**src/rtl/acc_x_responder_pkg.sv**
```systemverilog
// acc_x_responder shared types: op and FSM enums, funct3 codes, decoder.
// Optional macro ACC_X_RSP_ILLEGAL_EN: report illegal ops instead of ADD.
package acc_x_responder_pkg;

   typedef enum logic [2:0] {
      OP_ADD,
      OP_ADD3,
      OP_MUL,
      OP_MAC,
      OP_MULHU,
      OP_ILLEGAL
   } acc_x_op_e;

   typedef enum logic [1:0] {
      IDLE,
      EXEC,
      RESP
   } acc_x_rsp_state_e;

   localparam logic [2:0] F3_ADD   = 3'b000;
   localparam logic [2:0] F3_ADD3  = 3'b001;
   localparam logic [2:0] F3_MUL   = 3'b010;
   localparam logic [2:0] F3_MAC   = 3'b011;
   localparam logic [2:0] F3_MULHU = 3'b100;

   function automatic acc_x_op_e acc_x_decode(
      input logic [2:0] f3,
      input logic       has_rs3
   );
      acc_x_op_e op;
      op = OP_ILLEGAL;
      unique case (1'b1)
         (f3 == F3_ADD):   op = OP_ADD;
         (f3 == F3_ADD3):  op = OP_ADD3;
         (f3 == F3_MUL):   op = OP_MUL;
         (f3 == F3_MAC):   op = OP_MAC;
         (f3 == F3_MULHU): op = OP_MULHU;
         default:          op = OP_ILLEGAL;
      endcase
      // 3-operand ops need a third source port
      if (!has_rs3 && (op == OP_ADD3 || op == OP_MAC))
         op = OP_ILLEGAL;
`ifndef ACC_X_RSP_ILLEGAL_EN
      if (op == OP_ILLEGAL)
         op = OP_ADD;
`endif
      return op;
   endfunction

endpackage

```
**src/rtl/acc_x_responder_if.sv**
```systemverilog
// Offload X request/response bundle between core side and responder.
// master: core side drives q_* and p_ready; slave: responder.
interface acc_x_responder_if #(
   parameter int unsigned DataWidth   = 32,
   parameter int unsigned NumRs       = 3,
   parameter int unsigned HartIdWidth = 1
);
   logic [31:0]                       q_instr_data;
   logic [NumRs-1:0][DataWidth-1:0]   q_rs;
   logic [4:0]                        q_rd;
   logic [HartIdWidth-1:0]            q_hart_id;
   logic                              q_valid;
   logic                              q_ready;
   logic [DataWidth-1:0]              p_data;
   logic [4:0]                        p_rd;
   logic [HartIdWidth-1:0]            p_hart_id;
   logic                              p_we;
   logic                              p_error;
   logic                              p_valid;
   logic                              p_ready;

   modport master (
      output q_instr_data, q_rs, q_rd,
      output q_hart_id, q_valid, p_ready,
      input  q_ready, p_data, p_rd,
      input  p_hart_id, p_we, p_error, p_valid
   );

   modport slave (
      input  q_instr_data, q_rs, q_rd,
      input  q_hart_id, q_valid, p_ready,
      output q_ready, p_data, p_rd,
      output p_hart_id, p_we, p_error, p_valid
   );
endinterface

```
**src/rtl/acc_x_responder_serial_mul.sv**
```systemverilog
// acc_serial_mul: unsigned shift-add multiplier, fixed DataWidth cycles.
// Ports: start_i loads a_i/b_i; done_o pulses on last cycle with product_o.
module acc_serial_mul #(
   parameter int unsigned DataWidth = 32
) (
   input  logic                     clk_i,
   input  logic                     rst_i,
   input  logic                     start_i,
   input  logic [DataWidth-1:0]     a_i,
   input  logic [DataWidth-1:0]     b_i,
   output logic                     done_o,
   output logic [2*DataWidth-1:0]   product_o
);
   localparam int unsigned CntW = $clog2(DataWidth);
   localparam logic [CntW-1:0] Last = CntW'(DataWidth - 1);

   logic                   run_q;
   logic [CntW-1:0]        cnt_q;
   logic [2*DataWidth-1:0] mcand_q;
   logic [DataWidth-1:0]   mplier_q;
   logic [2*DataWidth-1:0] acc_q;
   logic [2*DataWidth-1:0] sum;

   // product_o is the accumulator after this cycle's bit, so the
   // final value is available in the same cycle done_o is high
   assign sum       = acc_q + (mplier_q[0] ? mcand_q : '0);
   assign done_o    = run_q && (cnt_q == Last);
   assign product_o = sum;

   always_ff @(posedge clk_i) begin
      if (rst_i) begin
         run_q    <= 1'b0;
         cnt_q    <= '0;
         mcand_q  <= '0;
         mplier_q <= '0;
         acc_q    <= '0;
      end else if (start_i) begin
         run_q    <= 1'b1;
         cnt_q    <= '0;
         mcand_q  <= {{DataWidth{1'b0}}, a_i};
         mplier_q <= b_i;
         acc_q    <= '0;
      end else if (run_q) begin
         acc_q    <= sum;
         mcand_q  <= mcand_q << 1;
         mplier_q <= mplier_q >> 1;
         cnt_q    <= cnt_q + 1'b1;
         if (cnt_q == Last)
            run_q <= 1'b0;
      end
   end
endmodule

```
**src/rtl/acc_x_responder.sv**
```systemverilog
// Offload X responder: ADD/ADD3 in one cycle, MUL/MAC/MULHU serially.
// Ports: clk_i, rst_i (sync high), bus (slave), busy_o. ACC_X_RSP_ILLEGAL_EN.
module acc_x_responder
   import acc_x_responder_pkg::*;
#(
   parameter int unsigned DataWidth   = 32,
   parameter int unsigned NumRs       = 3,
   parameter int unsigned HartIdWidth = 1
) (
   input  logic               clk_i,
   input  logic               rst_i,
   acc_x_responder_if.slave   bus,
   output logic               busy_o
);
   acc_x_rsp_state_e state_q, state_d;
   acc_x_op_e        op_in, op_q;

   logic                   hs, mul_in, mul_done;
   logic                   alu_err;
   logic [2*DataWidth-1:0] prod;
   logic [DataWidth-1:0]   rs1, rs2, rs3;
   logic [DataWidth-1:0]   alu_res, mul_res, rs3_q;
   logic [4:0]             rd_q;
   logic [HartIdWidth-1:0] hart_q;
   logic [DataWidth-1:0]   data_q;
   logic [4:0]             p_rd_q;
   logic [HartIdWidth-1:0] p_hart_q;
   logic                   we_q;

   assign rs1 = bus.q_rs[0];
   assign rs2 = bus.q_rs[1];

   if (NumRs > 2) begin : g_rs3
      assign rs3 = bus.q_rs[2];
   end else begin : g_no_rs3
      assign rs3 = '0;
   end

   assign op_in  = acc_x_decode(bus.q_instr_data[14:12], NumRs > 2);
   assign mul_in = op_in inside {OP_MUL, OP_MAC, OP_MULHU};

   // a waiting response retiring frees the slot in the same cycle
   assign bus.q_ready = (state_q == IDLE) ||
                        (state_q == RESP && bus.p_ready);
   assign hs          = bus.q_valid && bus.q_ready;

   assign bus.p_valid   = (state_q == RESP);
   assign bus.p_data    = data_q;
   assign bus.p_rd      = p_rd_q;
   assign bus.p_hart_id = p_hart_q;
   assign bus.p_we      = we_q;
   assign busy_o        = (state_q != IDLE);

   always_comb begin
      alu_res = '0;
      alu_err = 1'b0;
      unique case (op_in)
         OP_ADD:     alu_res = rs1 + rs2;
         OP_ADD3:    alu_res = rs1 + rs2 + rs3;
         OP_ILLEGAL: alu_err = 1'b1;
         default:    alu_res = '0;
      endcase
   end

   always_comb begin
      mul_res = prod[DataWidth-1:0];
      unique case (op_q)
         OP_MAC:   mul_res = prod[DataWidth-1:0] + rs3_q;
         OP_MULHU: mul_res = prod[2*DataWidth-1:DataWidth];
         default:  mul_res = prod[DataWidth-1:0];
      endcase
   end

   acc_serial_mul #(
      .DataWidth (DataWidth)
   ) u_mul (
      .clk_i     (clk_i),
      .rst_i     (rst_i),
      .start_i   (hs && mul_in),
      .a_i       (rs1),
      .b_i       (rs2),
      .done_o    (mul_done),
      .product_o (prod)
   );

   always_ff @(posedge clk_i) begin
      if (rst_i)
         state_q <= IDLE;
      else
         state_q <= state_d;
   end

   always_comb begin
      state_d = state_q;
      unique case (state_q)
         IDLE, RESP: begin
            if (hs)
               state_d = mul_in ? EXEC : RESP;
            else if (state_q == RESP && bus.p_ready)
               state_d = IDLE;
         end
         EXEC: begin
            if (mul_done)
               state_d = RESP;
         end
         default: state_d = IDLE;
      endcase
   end

   always_ff @(posedge clk_i) begin
      if (rst_i) begin
         data_q   <= '0;
         p_rd_q   <= '0;
         p_hart_q <= '0;
         we_q     <= 1'b0;
         op_q     <= OP_ADD;
         rs3_q    <= '0;
         rd_q     <= '0;
         hart_q   <= '0;
      end else begin
         if (hs && !mul_in) begin
            data_q   <= alu_res;
            p_rd_q   <= bus.q_rd;
            p_hart_q <= bus.q_hart_id;
            we_q     <= !alu_err;
         end
         if (hs && mul_in) begin
            op_q   <= op_in;
            rs3_q  <= rs3;
            rd_q   <= bus.q_rd;
            hart_q <= bus.q_hart_id;
         end
         if (mul_done) begin
            data_q   <= mul_res;
            p_rd_q   <= rd_q;
            p_hart_q <= hart_q;
            we_q     <= 1'b1;
         end
      end
   end

`ifdef ACC_X_RSP_ILLEGAL_EN
   logic err_q;

   always_ff @(posedge clk_i) begin
      if (rst_i)
         err_q <= 1'b0;
      else if (hs && !mul_in)
         err_q <= alu_err;
      else if (mul_done)
         err_q <= 1'b0;
   end

   assign bus.p_error = err_q;
`else
   assign bus.p_error = 1'b0;
`endif
endmodule

```
**src/flat_wrapper.sv**
```systemverilog
// flat-port wrapper written by rule: the top's interface ports become plain ports
module acc_x_responder_flat import acc_x_responder_pkg::*;
#(
   parameter int unsigned DataWidth   = 32,
   parameter int unsigned NumRs       = 3,
   parameter int unsigned HartIdWidth = 1
)
  (clk_i, rst_i, busy_o, bus_q_instr_data, bus_q_rs, bus_q_rd, bus_q_hart_id, bus_q_valid, bus_p_ready, bus_q_ready, bus_p_data, bus_p_rd, bus_p_hart_id, bus_p_we, bus_p_error, bus_p_valid);
  acc_x_responder_if #(.DataWidth(DataWidth), .NumRs(NumRs), .HartIdWidth(HartIdWidth)) bus_i ();
  input  logic clk_i;
  input  logic rst_i;
  output logic busy_o;
  input wire logic [$bits(bus_i.q_instr_data)-1:0] bus_q_instr_data;
  input wire logic [$bits(bus_i.q_rs)-1:0] bus_q_rs;
  input wire logic [$bits(bus_i.q_rd)-1:0] bus_q_rd;
  input wire logic [$bits(bus_i.q_hart_id)-1:0] bus_q_hart_id;
  input wire logic [$bits(bus_i.q_valid)-1:0] bus_q_valid;
  input wire logic [$bits(bus_i.p_ready)-1:0] bus_p_ready;
  output wire logic [$bits(bus_i.q_ready)-1:0] bus_q_ready;
  output wire logic [$bits(bus_i.p_data)-1:0] bus_p_data;
  output wire logic [$bits(bus_i.p_rd)-1:0] bus_p_rd;
  output wire logic [$bits(bus_i.p_hart_id)-1:0] bus_p_hart_id;
  output wire logic [$bits(bus_i.p_we)-1:0] bus_p_we;
  output wire logic [$bits(bus_i.p_error)-1:0] bus_p_error;
  output wire logic [$bits(bus_i.p_valid)-1:0] bus_p_valid;
  assign bus_i.q_instr_data = bus_q_instr_data;
  assign bus_i.q_rs = bus_q_rs;
  assign bus_i.q_rd = bus_q_rd;
  assign bus_i.q_hart_id = bus_q_hart_id;
  assign bus_i.q_valid = bus_q_valid;
  assign bus_i.p_ready = bus_p_ready;
  assign bus_q_ready = bus_i.q_ready;
  assign bus_p_data = bus_i.p_data;
  assign bus_p_rd = bus_i.p_rd;
  assign bus_p_hart_id = bus_i.p_hart_id;
  assign bus_p_we = bus_i.p_we;
  assign bus_p_error = bus_i.p_error;
  assign bus_p_valid = bus_i.p_valid;
  acc_x_responder #(.DataWidth(DataWidth), .NumRs(NumRs), .HartIdWidth(HartIdWidth)) u_core (.clk_i(clk_i), .rst_i(rst_i), .bus(bus_i), .busy_o(busy_o));
endmodule
```
**config.mk**
```make
export PLATFORM = sky130hd
export DESIGN_NAME = acc_x_responder_flat
export DESIGN_NICKNAME = d
export VERILOG_FILES = /design/src/rtl/acc_x_responder_pkg.sv /design/src/rtl/acc_x_responder_if.sv /design/src/rtl/acc_x_responder_serial_mul.sv /design/src/rtl/acc_x_responder.sv /design/src/flat_wrapper.sv
export SDC_FILE = /design/constraint.sdc
export NUM_CORES = 1
export LEC_CHECK = 0
export ABC_CLOCK_PERIOD_IN_PS = 4900
export CAP_MARGIN = 10
export CORE_MARGIN = 5
export CORE_UTILIZATION = 40
export CTS_BUF_LIST = sky130_fd_sc_hd__clkbuf_2
export DETAILED_ROUTE_END_ITERATION = 8
export HOLD_SLACK_MARGIN = 0.03
export PLACE_DENSITY = 0.71
export SKIP_CTS_REPAIR_TIMING = 1
export SLEW_MARGIN = 20
export SYNTH_ARGS = -nofsm -noshare
export SYNTH_HDL_FRONTEND = slang
export SYNTH_SLANG_ARGS = --single-unit
```
**constraint.sdc**
```tcl
create_clock -name clk_i -period 4.9 [get_ports clk_i]
set_clock_uncertainty 0.05 [all_clocks]
set_input_delay 0.735 -clock clk_i [delete_from_list [all_inputs] [get_ports clk_i]]
set_output_delay 0.735 -clock clk_i [all_outputs]
set_load 0.1 [all_outputs]
```
Yosys cells after proc, flatten, opt, wreduce, memory -nomap -nowiden. Index checks and enable logic that the tools add are counted.

Mux-type cells: 26. Equality and inequality tests: 17. Reduce and logical (&&, ||, !) cells: 18. $add $sub $neg: 5.

Operators by type and width (number): $mux 32 (6); $pmux 32 s2 (2); $add 32x32->32 (3); $add 64x64->64 (1); $mux 64 (1); $eq 3x2->1 const B (5); $eq 3x3->1 const B (5); $pmux 3 s5 (1); $mux 5 (2); $mux 1 (8); $mux 2 (4); $eq 3x1->1 const B (2); $logic_not 3->1 (2); $reduce_bool 2->1 (3); $add 5x1->5 const B (1); $eq 5x5->1 const B (1); $logic_and 1x1->1 (5); $pmux 2 s2 (1); $reduce_or 2->1 (2); $mux 3 (1); $ne 3x1->1 const B (1); $reduce_bool 3->1 (1); $eq 2x1->1 const B (1); $eq 2x2->1 const B (1); 5 further kinds (6).

Word-level logic and storage cells: 81. Register bits after elaboration: 248. Input port bits: 138. Output and inout port bits: 43.

Longest topological paths before layout.
Depth in word-level cells: 10. Depth in mapped cells: 27. Gate-level depth less buffers: 25.

Hierarchy. A second synthesis with hierarchy kept.

Cell total of the unflattened synthesis: 2515. Area total of the unflattened synthesis: 19501.2 µm².

By module, submodules not included: acc_serial_mul (area an instance 10836.6 µm², cells each 1356, instances 1); acc_x_responder (area an instance 8664.6 µm², cells each 1159, instances 1).

Worst setup path after synthesis. OpenSTA, ideal clock, no wires.

Path type: input -> register. Start point: input bus_q_rs[0]. End point: register u_core.data_q[30], in the netlist u_core.bus.p_data[30]. Data arrival time: 5167 ps. Buffers on the path: 0. Data required time: 4758 ps. Slack: -409 ps. Library setup time: 92 ps. Stages: 22. Cells stage by stage: ha_1 fa_1 a21o_1 a211oi_1 o211ai_1 a21o_1 a21oi_1 o21ai_0 a21o_1 a21oi_1 xnor2_1 ha_1 a2111oi_0 o21ai_0 a211o_1 o2111ai_1 a211oi_1 o31ai_1 o21ai_0 xnor2_1 o21a_1 nor4_1.

Cells in the longest elaborated chain, start to end: 5.

RTL lines: start, declared (RTL line flat_wrapper.sv:14) `input wire logic [$bits(bus_i.q_rs)-1:0] bus_q_rs;`; $add 32x32->32 * (RTL line acc_x_responder.sv:58, acc_x_responder.sv:59); $add 32x32->32 (RTL line acc_x_responder.sv:59) `OP_ADD3: alu_res = rs1 + rs2 + rs3;`; $pmux 32 s2 * (RTL line acc_x_responder.sv:57) `unique case (op_in)`; $mux 32 * (RTL line acc_x_responder.sv:121) `if (hs && !mul_in) begin`; $mux 32 * (RTL line acc_x_responder.sv:133) `if (mul_done) begin`; end signal, assigned (RTL line acc_x_responder.sv:122) `data_q <= alu_res;`; end signal, assigned (RTL line acc_x_responder.sv:134) `data_q <= mul_res;`; end, declared (RTL line acc_x_responder.sv:25) `logic [DataWidth-1:0] data_q;`.

Every way passes the cells marked *; elsewhere a longest branch is shown, timed or not. The select of a mux whose other input is x is not followed. A chain may end at the register's enable or synchronous reset.

Final worst setup path.
Start point: register u_core.u_mul.mplier_q[0]. End point: register u_core.data_q[31], in the netlist u_core.bus.p_data[31].

Cells in the longest elaborated chain, start to end: 5.

RTL lines: start, declared (RTL line acc_x_responder_serial_mul.sv:20) `logic [DataWidth-1:0] mplier_q;`; start signal, assigned (RTL line acc_x_responder_serial_mul.sv:41) `mplier_q <= b_i;`; start signal, assigned (RTL line acc_x_responder_serial_mul.sv:46) `mplier_q <= mplier_q >> 1;`; $mux 64 (RTL line acc_x_responder_serial_mul.sv:26) `assign sum = acc_q + (mplier_q[0] ? mcand_q : '0);`; $add 64x64->64 (RTL line acc_x_responder_serial_mul.sv:26); via u_core.prod[27] (RTL line acc_x_responder.sv:20) `logic [2*DataWidth-1:0] prod;`; $add 32x32->32 (RTL line acc_x_responder.sv:68) `OP_MAC: mul_res = prod[DataWidth-1:0] + rs3_q;`; $pmux 32 s2 (RTL line acc_x_responder.sv:67) `unique case (op_q)`; $mux 32 (RTL line acc_x_responder.sv:133).

The timed path passes the listed nets, and every way through them passes these cells.

==> flow_summary.ini <==
[floorplanning]
dieArea_mm2 = 0.0523
die_height_um = 229
core_mm2 = 0.0475
start_util_pct = 40.3
rows = 80
fp.dieW_um = 229
ios = 181

[yosys]
synth_top_cell_area_share_pct = 25.9
synthArstFlopShare_pct = 0
synth-seq-cells = 248
synth_nets = 2730
yosys.area.top_type = dfxtp_1
synth_cell_types = 80
synth.avg_cell_area_um2 = 7.89
synth_common_cells = nor2_1, dfxtp_1, a21oi_1, nand2_1, ha_1
synth.area.top_cells = dfxtp_1, ha_1, mux2i_1
synthFlopType = dfxtp_1
yosysSeqAreaShare_pct = 25.9
synth_area_mm2 = 0.0191
yosysWarningCount = 0
yosysMostFrequentCell = nor2_1
synth_edf_count = 0
syn_inst = 2428

[global_routing]
antenna_found_initial = 2
grt_pass1_wl_um = 107000
overflow = 0
grt_start_max_net_pins = 82
grt_pass1_vias = 19605
grtUsageMet1_pct = 32.6
use_met2_pct = 42.7
grt_use_met3_pct = 4.71
grt_usage_pct = 25.3
grt.busiest_layer = met2

[sta]
setup_viol = 4
timing.final.crit_share_pct = 103
final_max_slew_viol_count = 0
setup_slack_ns = -0.171
min_period_ns = 5.07
tightest_slew_ns = 1.04
hold_viol_final = 0
fmax_mhz = 197
rsz0062_at_grt = yes
max_slew_margin_pct = 30.4

[job]
drv_cap = 0

[routing]
routed_wl_um = 70600
drt.antenna.violating_nets = 0
drc = 0
viasPerCell = 5.66
wl_per_cell_um = 19.7
dr.pass1.iters = 8
drtIter0Drc = 1711
vias = 20335

[layout]
final_cells = 3593
areaGrowthSynthToFinish_pct = 33.2
drive_gt1_share_pct = 23.1
fin_area_mm2 = 0.0255
finalNetCount = 3219

[critical_path]
worstSetupStartpointType = flip-flop
cp-end-kind = flip-flop
arrival_ns = 5.89
cp.required_ns = 5.72
worstPathMaxFanout = 21
critPathKind = flip-flop to flip-flop

[pwr]
power_density_mw_per_mm2 = 235
leakage_nw = 11.0
max-vdd-ir-drop_v = 0.000190
power_mw = 6.00

[clocking]
cts.sinks = 248
cts_max_path_buffers = 3
path_clk_slew_ns = 0.12
numCtsBuffers = 73
h-tree-depth = 3
cts_tree = yes
clock_latency_ns = 1.07
cts-root-buf = clkbuf_2

[hold_path]
hold_path.class = input port to flip-flop

[placement]
port_buffers = 150
gp_congestion = 0.961
placed_area_mm2 = 0.0239
place_inst = 3445
hpwl_um = 55100

[outcome]
violations = negative setup slack
status = complete, but fails checks
## final cells by class
type                       count  area (um2)
multi-input combinational   1987       14300
inverter                      48         180
clock buffer                 107         536
tap                          615         769
sequential                   248        4970
fill                        4367       22000
antenna                        2        5.00
clock inverter                27         140
timing repair buffer         559        4630
## through the flow
step / utilization [%] / TNS [ns] / worst slack [ns] / hold WS (ns)
2_1_floorplan: - / 0 / 0.00134 / 0.387
3_3_place_gp: 50.3 / -9.29 / -0.709 / 0.393
3_5_place_dp: 50.3 / -11.25 / -0.848 / 0.398
4_1_cts: 51.7 / -4.51 / -0.637 / 0.0850
5_1_grt: 53.6 / -2.09 / -0.271 / 0.186
6_report: 53.6 / -0.389 / -0.171 / 0.210
## state kept, by name, indices dropped and copies added (netlist names)
register               cells
u_core.u_mul.acc_q        64
u_core.u_mul.run_q         1
u_core.state_q             2
u_core.hart_q              1
u_core.bus.p_hart_id       1
u_core.bus.p_data         32
u_core.bus.p_rd            5
u_core.rd_q                5
u_core.rs3_q              32
u_core.bus.p_we            1
u_core.u_mul.mcand_q      64
u_core.op_q                3
u_core.u_mul.mplier_q     32
u_core.u_mul.cnt_q         5
## critical path, cell delays in order (launching register included)
cell and delay, ns:
dfxtp_4 0.39, buf_6 0.14, buf_12 0.15, and2_1 0.19, ha_1 0.32, a21oi_2 0.15, nand2_1 0.07, or4_4 0.53
a21o_1 0.24, a21oi_2 0.22, buf_4 0.15, o221ai_2 0.08, xor2_1 0.22, buf_4 0.17, ha_4 0.20, nand3_1 0.09
a21oi_2 0.05, a211o_1 0.29, nor4_4 0.33, o21a_1 0.17, o21ai_2 0.07, mux2i_1 0.14, a22o_1 0.25, a21oi_2 0.15
a31oi_1 0.12
## kinds of logic after synthesis
logic type	after synthesis	share of synthesized area, %
xor+xnor	139	6.36
flops	248	25.9
buf+inv	193	4.08
mux	159	8.32
simple gates	767	18.5
other cells	1	0.0196
fa+ha+maj	164	10.9
compound gates	757	25.9
## routing by layer
layer / part of all wire, % / vias up / wire, um
met2: 47 / 748 / 33200
met5: 0 / - / 0
met1: 44 / 9585 / 30800
met3: 6.4 / 141 / 4540
li1: - / 9861 / -
met4: 3.1 / 0 / 2170
## report_power, final
group          internal, mW  switching, mW  total (mW)  leakage, nW
Sequential             2.11         0.0938        2.20         2.02
Clock                 0.642          0.991        1.63        0.511
Combinational         0.978           1.19        2.16         8.45
## final timing paths
check,start,slack [ns],to,cells after the start
worst min-delay path,rst_i,0.21,u_core.bus.p_data[6],2
worst max register to register,u_core.u_mul.mplier_q[0],-0.17,u_core.bus.p_data[31],24
worst min register to register,u_core.u_mul.mcand_q[42],0.40,u_core.u_mul.mcand_q[43],2
worst max-delay path,u_core.u_mul.mplier_q[0],-0.17,u_core.bus.p_data[31],24
## layout by cell type, fill, tap and decap left out, drive strengths merged, types with 57 or more instances in the layout
cell / n
ha: 160
and2: 72
mux2i: 158
dfxtp: 248
o21ai: 124
a21oi: 232
a21o: 83
clkdlybuf4s50: 149
nand2: 190
xnor2: 82
a211oi: 93
clkbuf: 107
buf: 410
xor2: 57
nor2: 300
No activity file was read; power rests on OpenSTA's default activity.
==> variant 1: new RTL, same flow settings <==
Re-encode `acc_x_rsp_state_e` (3 states) as one-hot, 3 bits wide.
--- a/src/rtl/acc_x_responder_pkg.sv
+++ b/src/rtl/acc_x_responder_pkg.sv
@@ -11,10 +11,10 @@
       OP_ILLEGAL
    } acc_x_op_e;
 
-   typedef enum logic [1:0] {
-      IDLE,
-      EXEC,
-      RESP
+   typedef enum logic [2:0] {
+      IDLE = 3'b001,
+      EXEC = 3'b010,
+      RESP = 3'b100
    } acc_x_rsp_state_e;
 
    localparam logic [2:0] F3_ADD   = 3'b000;
Behaviour: no difference found for any inputs over 4 cycles, from zero or initial values and one cycle with rst_i high; so few cycles prove little.
==> variant 1 against the original RTL <==
  * The run still ends with negative setup slack left
  * Die area grew 1.1%
  * Worst setup slack lost 0.014 ns
  * Synthesized area up 1.2%
  * Sequential cell count up 1
  * Design area down 0.40%
  * Critical path depth decreased by 3
  * First-iteration DRC count decreased by 4.3%
  * Hold slack improved by 0.037 ns
  * Via count rose by 1.6%
  * Core utilization shrank 0.55 points
  * Maximum frequency is 0.27% lower
  * Routed wire length is 0.88% higher
  * Non-clock buffer count shrank 7
  * Power is 3.2% higher
==> variant 1: results (changes against the original RTL) <==
GRT
  – Vias in the first global route: 20.1k (+2.3%)
  – Largest net degree at the start of global routing: 167 (+100%)
  – Overall fraction of global-route tracks in use: 0.255 (+0.00157)

Drt
  – Initial drt markers: 1637 (-4.3%)
  – Detail-routed net length per standard cell: 19.7 um (+0.43%)
  – Via count: 20.7k (+1.6%)
  – Detailed Routing Iterations Pass 1: 6 (-2)

Cells and area
  – Layout Cells excl Fill: 3609 (+0.45%)
  – Fraction of final layout cells sized beyond drive strength 1: 0.214 (-0.0166)
  – Number of fill cells in the layout: 4518 (+3.5%)

Synthesis
  – Commonest cells in the synthesized netlist: sky130_fd_sc_hd__nor2_1, sky130_fd_sc_hd__dfxtp_1, sky130_fd_sc_hd__a21oi_1, sky130_fd_sc_hd__nand2_1, sky130_fd_sc_hd__mux2i_1
  – Sequential-to-total area share from yosys stat: 0.257 (-0.00196)
  – Area share of fa/ha/maj cells after synthesis: 0.107 (-0.00126)
  – Synth unique cells: 84 (+5.0%)
  – Cell types occupying the most area after synthesis: sky130_fd_sc_hd__dfxtp_1, sky130_fd_sc_hd__ha_1, sky130_fd_sc_hd__mux2i_1
  – Share of the synthesized area in compound gates (AO/OA/AOI/OAI): 0.258 (-0.00106)
  – Post-Synthesis Mean Instance Area: 7.86 um2 (-0.27%)

Placed design
  – Final Wtd Congestion: 0.988 (+2.8%)

Pwr
  – Leakage dissipation: 11.0 nW (-0.13%)
  – Largest voltage drop on the vdd net: 176 uV (-7.5%)

Status
  – Violated checks: negative setup slack
  – Status: finished with violations

Critical path
  – Length in cells of the worst reg-to-reg path: 21 (-13%)
  – Worst path slowest cell: sky130_fd_sc_hd__dfxtp_2
  – Arrival time of the worst setup path: 5.90 ns (about the same)
  – Max stage delay on crit path: 0.34 ns (-0.19 ns)

Timing
  – Setup TNS Final: -0.953 ns (-0.564 ns)
  – Setup violators final: 8 (+4)
  – Worst setup margin: -0.184 ns (-0.0138 ns)
  – Period Utilization, post-route: 1.04 (+0.00281)
  – Rel. slew slack: 0.289 (-0.0147)
  – Final Hold Slack: 0.247 ns (+0.0375 ns)

Clocking
  – Clock edge transition at the registers on the reported setup and hold paths: 0.10 ns (-0.02 ns)
  – Number of CTS-inserted buffers: 70 (-4.1%)
variant 1: changes by cell type after synthesis, moves of 6 or more:
cell,before,now
sky130_fd_sc_hd__xor2_1,57,67
sky130_fd_sc_hd__o21a_1,31,18
sky130_fd_sc_hd__o211ai_1,8,19
sky130_fd_sc_hd__a221oi_1,21,27
sky130_fd_sc_hd__buf_4,7,1
sky130_fd_sc_hd__buf_2,12,5
sky130_fd_sc_hd__a221o_1,6,12
sky130_fd_sc_hd__a21oi_1,229,242
sky130_fd_sc_hd__nand2_1,190,214
sky130_fd_sc_hd__clkbuf_1,111,127
sky130_fd_sc_hd__nor2b_1,14,20
sky130_fd_sc_hd__and3_1,15,22
sky130_fd_sc_hd__a21o_1,83,67
sky130_fd_sc_hd__a21boi_0,7,1
variant 1: kinds of logic after synthesis:
logic type               count (synthesis)
XOR/XNOR                               147
adder cells (fa/ha/maj)                164
AO/OA/AOI/OAI                          757
flip-flops                             249
buffers and inverters                  191
AND/OR/NAND/NOR                        790
multiplexers                           164
other                                    1
variant 1: layout make-up:
type	count	area (um2)	area share
multi-input combinational	2023	14200	0.561
sequential	249	4990	0.196
timing repair buffer	552	4570	0.180
tap	615	769	0.0303
clock buffer	108	541	0.0213
inverter	44	165	0.00650
clock inverter	16	114	0.00448
antenna	2	5.00	0.000197
variant 1: where the power goes:
part           internal (mW)  total, mW  switching [mW]
sequential              2.12       2.20          0.0806
clock                  0.683       1.63           0.948
combinational           1.05       2.36            1.31
total                   3.85       6.19            2.34
variant 1: layer usage:
layer,vias to the layer above,part of all wire,global-route usage
li1,9957,-,-
met1,9771,0.44,0.338
met2,769,0.46,0.422
met3,161,0.067,0.0422
met4,2,0.033,0.0880
met5,-,0.00018,0
==> variant 2: new RTL, same flow settings <==
Without the edit above. `NumRs` is set to 3 in 3 places; all go to 2.
--- a/src/rtl/acc_x_responder_if.sv
+++ b/src/rtl/acc_x_responder_if.sv
@@ -2,7 +2,7 @@
 // master: core side drives q_* and p_ready; slave: responder.
 interface acc_x_responder_if #(
    parameter int unsigned DataWidth   = 32,
-   parameter int unsigned NumRs       = 3,
+   parameter int unsigned NumRs       = 2,
    parameter int unsigned HartIdWidth = 1
 );
    logic [31:0]                       q_instr_data;
--- a/src/rtl/acc_x_responder.sv
+++ b/src/rtl/acc_x_responder.sv
@@ -4,7 +4,7 @@
    import acc_x_responder_pkg::*;
 #(
    parameter int unsigned DataWidth   = 32,
-   parameter int unsigned NumRs       = 3,
+   parameter int unsigned NumRs       = 2,
    parameter int unsigned HartIdWidth = 1
 ) (
    input  logic               clk_i,
--- a/src/flat_wrapper.sv
+++ b/src/flat_wrapper.sv
@@ -2,7 +2,7 @@
 module acc_x_responder_flat import acc_x_responder_pkg::*;
 #(
    parameter int unsigned DataWidth   = 32,
-   parameter int unsigned NumRs       = 3,
+   parameter int unsigned NumRs       = 2,
    parameter int unsigned HartIdWidth = 1
 )
   (clk_i, rst_i, busy_o, bus_q_instr_data, bus_q_rs, bus_q_rd, bus_q_hart_id, bus_q_valid, bus_p_ready, bus_q_ready, bus_p_data, bus_p_rd, bus_p_hart_id, bus_p_we, bus_p_error, bus_p_valid);
Interface: changed (resized bus_q_rs); port bits go from 181 to 149. No check against the original RTL was run, so the function may have changed too.
==> variant 2 against the original RTL <==
  * Synthesized area fell by 24%
  * Design area is 35% lower
  * Sequential cell count fell by 32
  * Routed wire length down 33%
  * Global-route usage shrank 3.1 points
  * Worst setup slack gained 0.70 ns
  * Hold slack gained 0.039 ns
  * Critical path type unchanged
  * Largest cell class unchanged
Power is not compared: it rests on default switching activity, and its combinational part moved more than twofold at a synthesized area within 25%.
==> variant 2: results (changes against the original RTL) <==
GRT
  – Initial antenna violation count: 1 (-1)
  – Vias in the first global route: 13.5k (-31%)
  – First-pass GRT wire length: 74000 um (-31%)
  – Overall fraction of global-route tracks in use: 0.222 (-0.0308)
  – Largest net degree at the start of global routing: 100 (+22%)

Cells and area
  – Area taken by multi-input logic gates: 0.00974 mm2 (-32%)
  – Nets@finish: 2106 (-35%)
  – Number of fill cells in the layout: 3635 (-17%)
  – Layout Cells excl Fill: 2413 (-33%)
  – Fraction of final layout cells sized beyond drive strength 1: 0.0751 (-0.156)

Synthesis
  – Commonest cells in the synthesized netlist: sky130_fd_sc_hd__nor2_1, sky130_fd_sc_hd__dfxtp_1, sky130_fd_sc_hd__a21oi_1, sky130_fd_sc_hd__mux2i_1, sky130_fd_sc_hd__nand2_1
  – Post-Synthesis Mean Instance Area: 8.03 um2 (+1.8%)
  – Cell types occupying the most area after synthesis: sky130_fd_sc_hd__dfxtp_1, sky130_fd_sc_hd__mux2i_1, sky130_fd_sc_hd__ha_1
  – Sequential-to-total area share from yosys stat: 0.296 (+0.0368)
  – Ys flop type: sky130_fd_sc_hd__dfxtp_1
  – Net Count, Synth: 2023 (-26%)
  – Synth unique cells: 75 (-6.3%)
  – YS warnings: 0 (unchanged)

Placed design
  – Cell area after placement: 0.0161 mm2 (-33%)
  – Setup slack at placement: 0.493 ns (+1.34 ns)
  – Number of buffers inserted by port buffering: 118 (-21%)
  – Estimated wirelength of the detail-placed design: 36100 um (-34%)

Critical path
  – CP Max Fanout: 17 (-19%)
  – Worst path slowest cell: sky130_fd_sc_hd__dfxtp_1
  – Arrival time of the worst setup path: 5.16 ns (-0.73 ns)
  – Max stage delay on crit path: 0.72 ns (+0.19 ns)
  – Worst reg2reg setup slack: 0.53 ns (+0.70 ns)

Drt
  – Initial drt markers: 1061 (-38%)
  – Detail-routed net length per standard cell: 19.5 um (-0.66%)
  – Via count: 14.0k (-31%)

Status
  – Status: completed

Timing
  – Final Hold Slack: 0.249 ns (+0.0393 ns)
  – Rel. slew slack: 0.309 (+0.00476)
  – Worst setup margin: 0.533 ns (+0.704 ns)

Clocking
  – Clock edge transition at the registers on the reported setup and hold paths: 0.10 ns (-0.02 ns)
  – H-Tree Depth: 2 (-1)
  – Number of CTS-inserted buffers: 59 (-19%)
  – Clk Latency, worst-skew pair: 0.94 ns (-0.13 ns)

Pwr
  – Leakage dissipation: 6.53 nW
[variant 2: cell types whose count changed in the layout (fill, tap and decap cells not counted), sizes merged, moves of 24 or more]
cell,before,now
buf,410,22
a21oi,232,151
ha,160,96
nor2,300,248
nand2,190,140
a21o,83,42
o21ai,124,89
clkdlybuf4s50,149,117
dfxtp,248,216
xnor2,82,54
inv,50,26
[variant 2: worst reg2reg max path: stages, from the launching register on]
cell and delay (ns):
sky130_fd_sc_hd__dfxtp_1 0.72, sky130_fd_sc_hd__buf_4 0.30, sky130_fd_sc_hd__and2_1 0.14, sky130_fd_sc_hd__ha_1 0.28
sky130_fd_sc_hd__a21o_1 0.24, sky130_fd_sc_hd__a21o_1 0.19, sky130_fd_sc_hd__a221o_1 0.36, sky130_fd_sc_hd__a211oi_1 0.58
sky130_fd_sc_hd__o211ai_1 0.41, sky130_fd_sc_hd__a21oi_1 0.26, sky130_fd_sc_hd__xor2_1 0.38, sky130_fd_sc_hd__o221ai_1 0.19
sky130_fd_sc_hd__o211a_1 0.17
[variant 2: worst paths after layout]
path | startpoint | endpoint | depth (start not counted)
min reg2reg | u_core.rd_q[1] | u_core.rd_q[1] | 2
max | u_core.u_mul.mplier_q[0] | u_core.bus.p_data[24] | 12
min | rst_i | u_core.bus.p_we | 2
max reg2reg | u_core.u_mul.mplier_q[0] | u_core.bus.p_data[24] | 12
[variant 2: cell families after synthesis]
group,after synthesis,synth area share
fa+ha+maj,98,0.0850
simple gates,604,0.191
other cells,1,0.000257
compound gates,513,0.231
buf+inv,142,0.0376
mux,150,0.103
xor+xnor,95,0.0570
flops,216,0.296
[variant 2: where the power goes]
group	switching [mW]	internal, mW	total, mW
clock	0.801	0.532	1.33
combinational	0.718	0.353	1.07
sequential	0.0652	1.83	1.90
total	1.58	2.72	4.30
[variant 2: per-layer routing]
metal | part of all wire | up-vias | global-route usage
li1 | - | 6769 | -
met1 | 0.46 | 6647 | 0.314
met2 | 0.44 | 499 | 0.344
met3 | 0.069 | 78 | 0.0388
met4 | 0.030 | 0 | 0.0769
met5 | 0 | - | 0
[variant 2: layout make-up]
cell class | count | area share
sequential | 216 | 0.260
inverter | 25 | 0.00565
multi-input combinational | 1461 | 0.586
timing repair buffer | 139 | 0.0811
antenna | 2 | 0.000301
tap | 468 | 0.0352
clock inverter | 13 | 0.00482
clock buffer | 89 | 0.0268
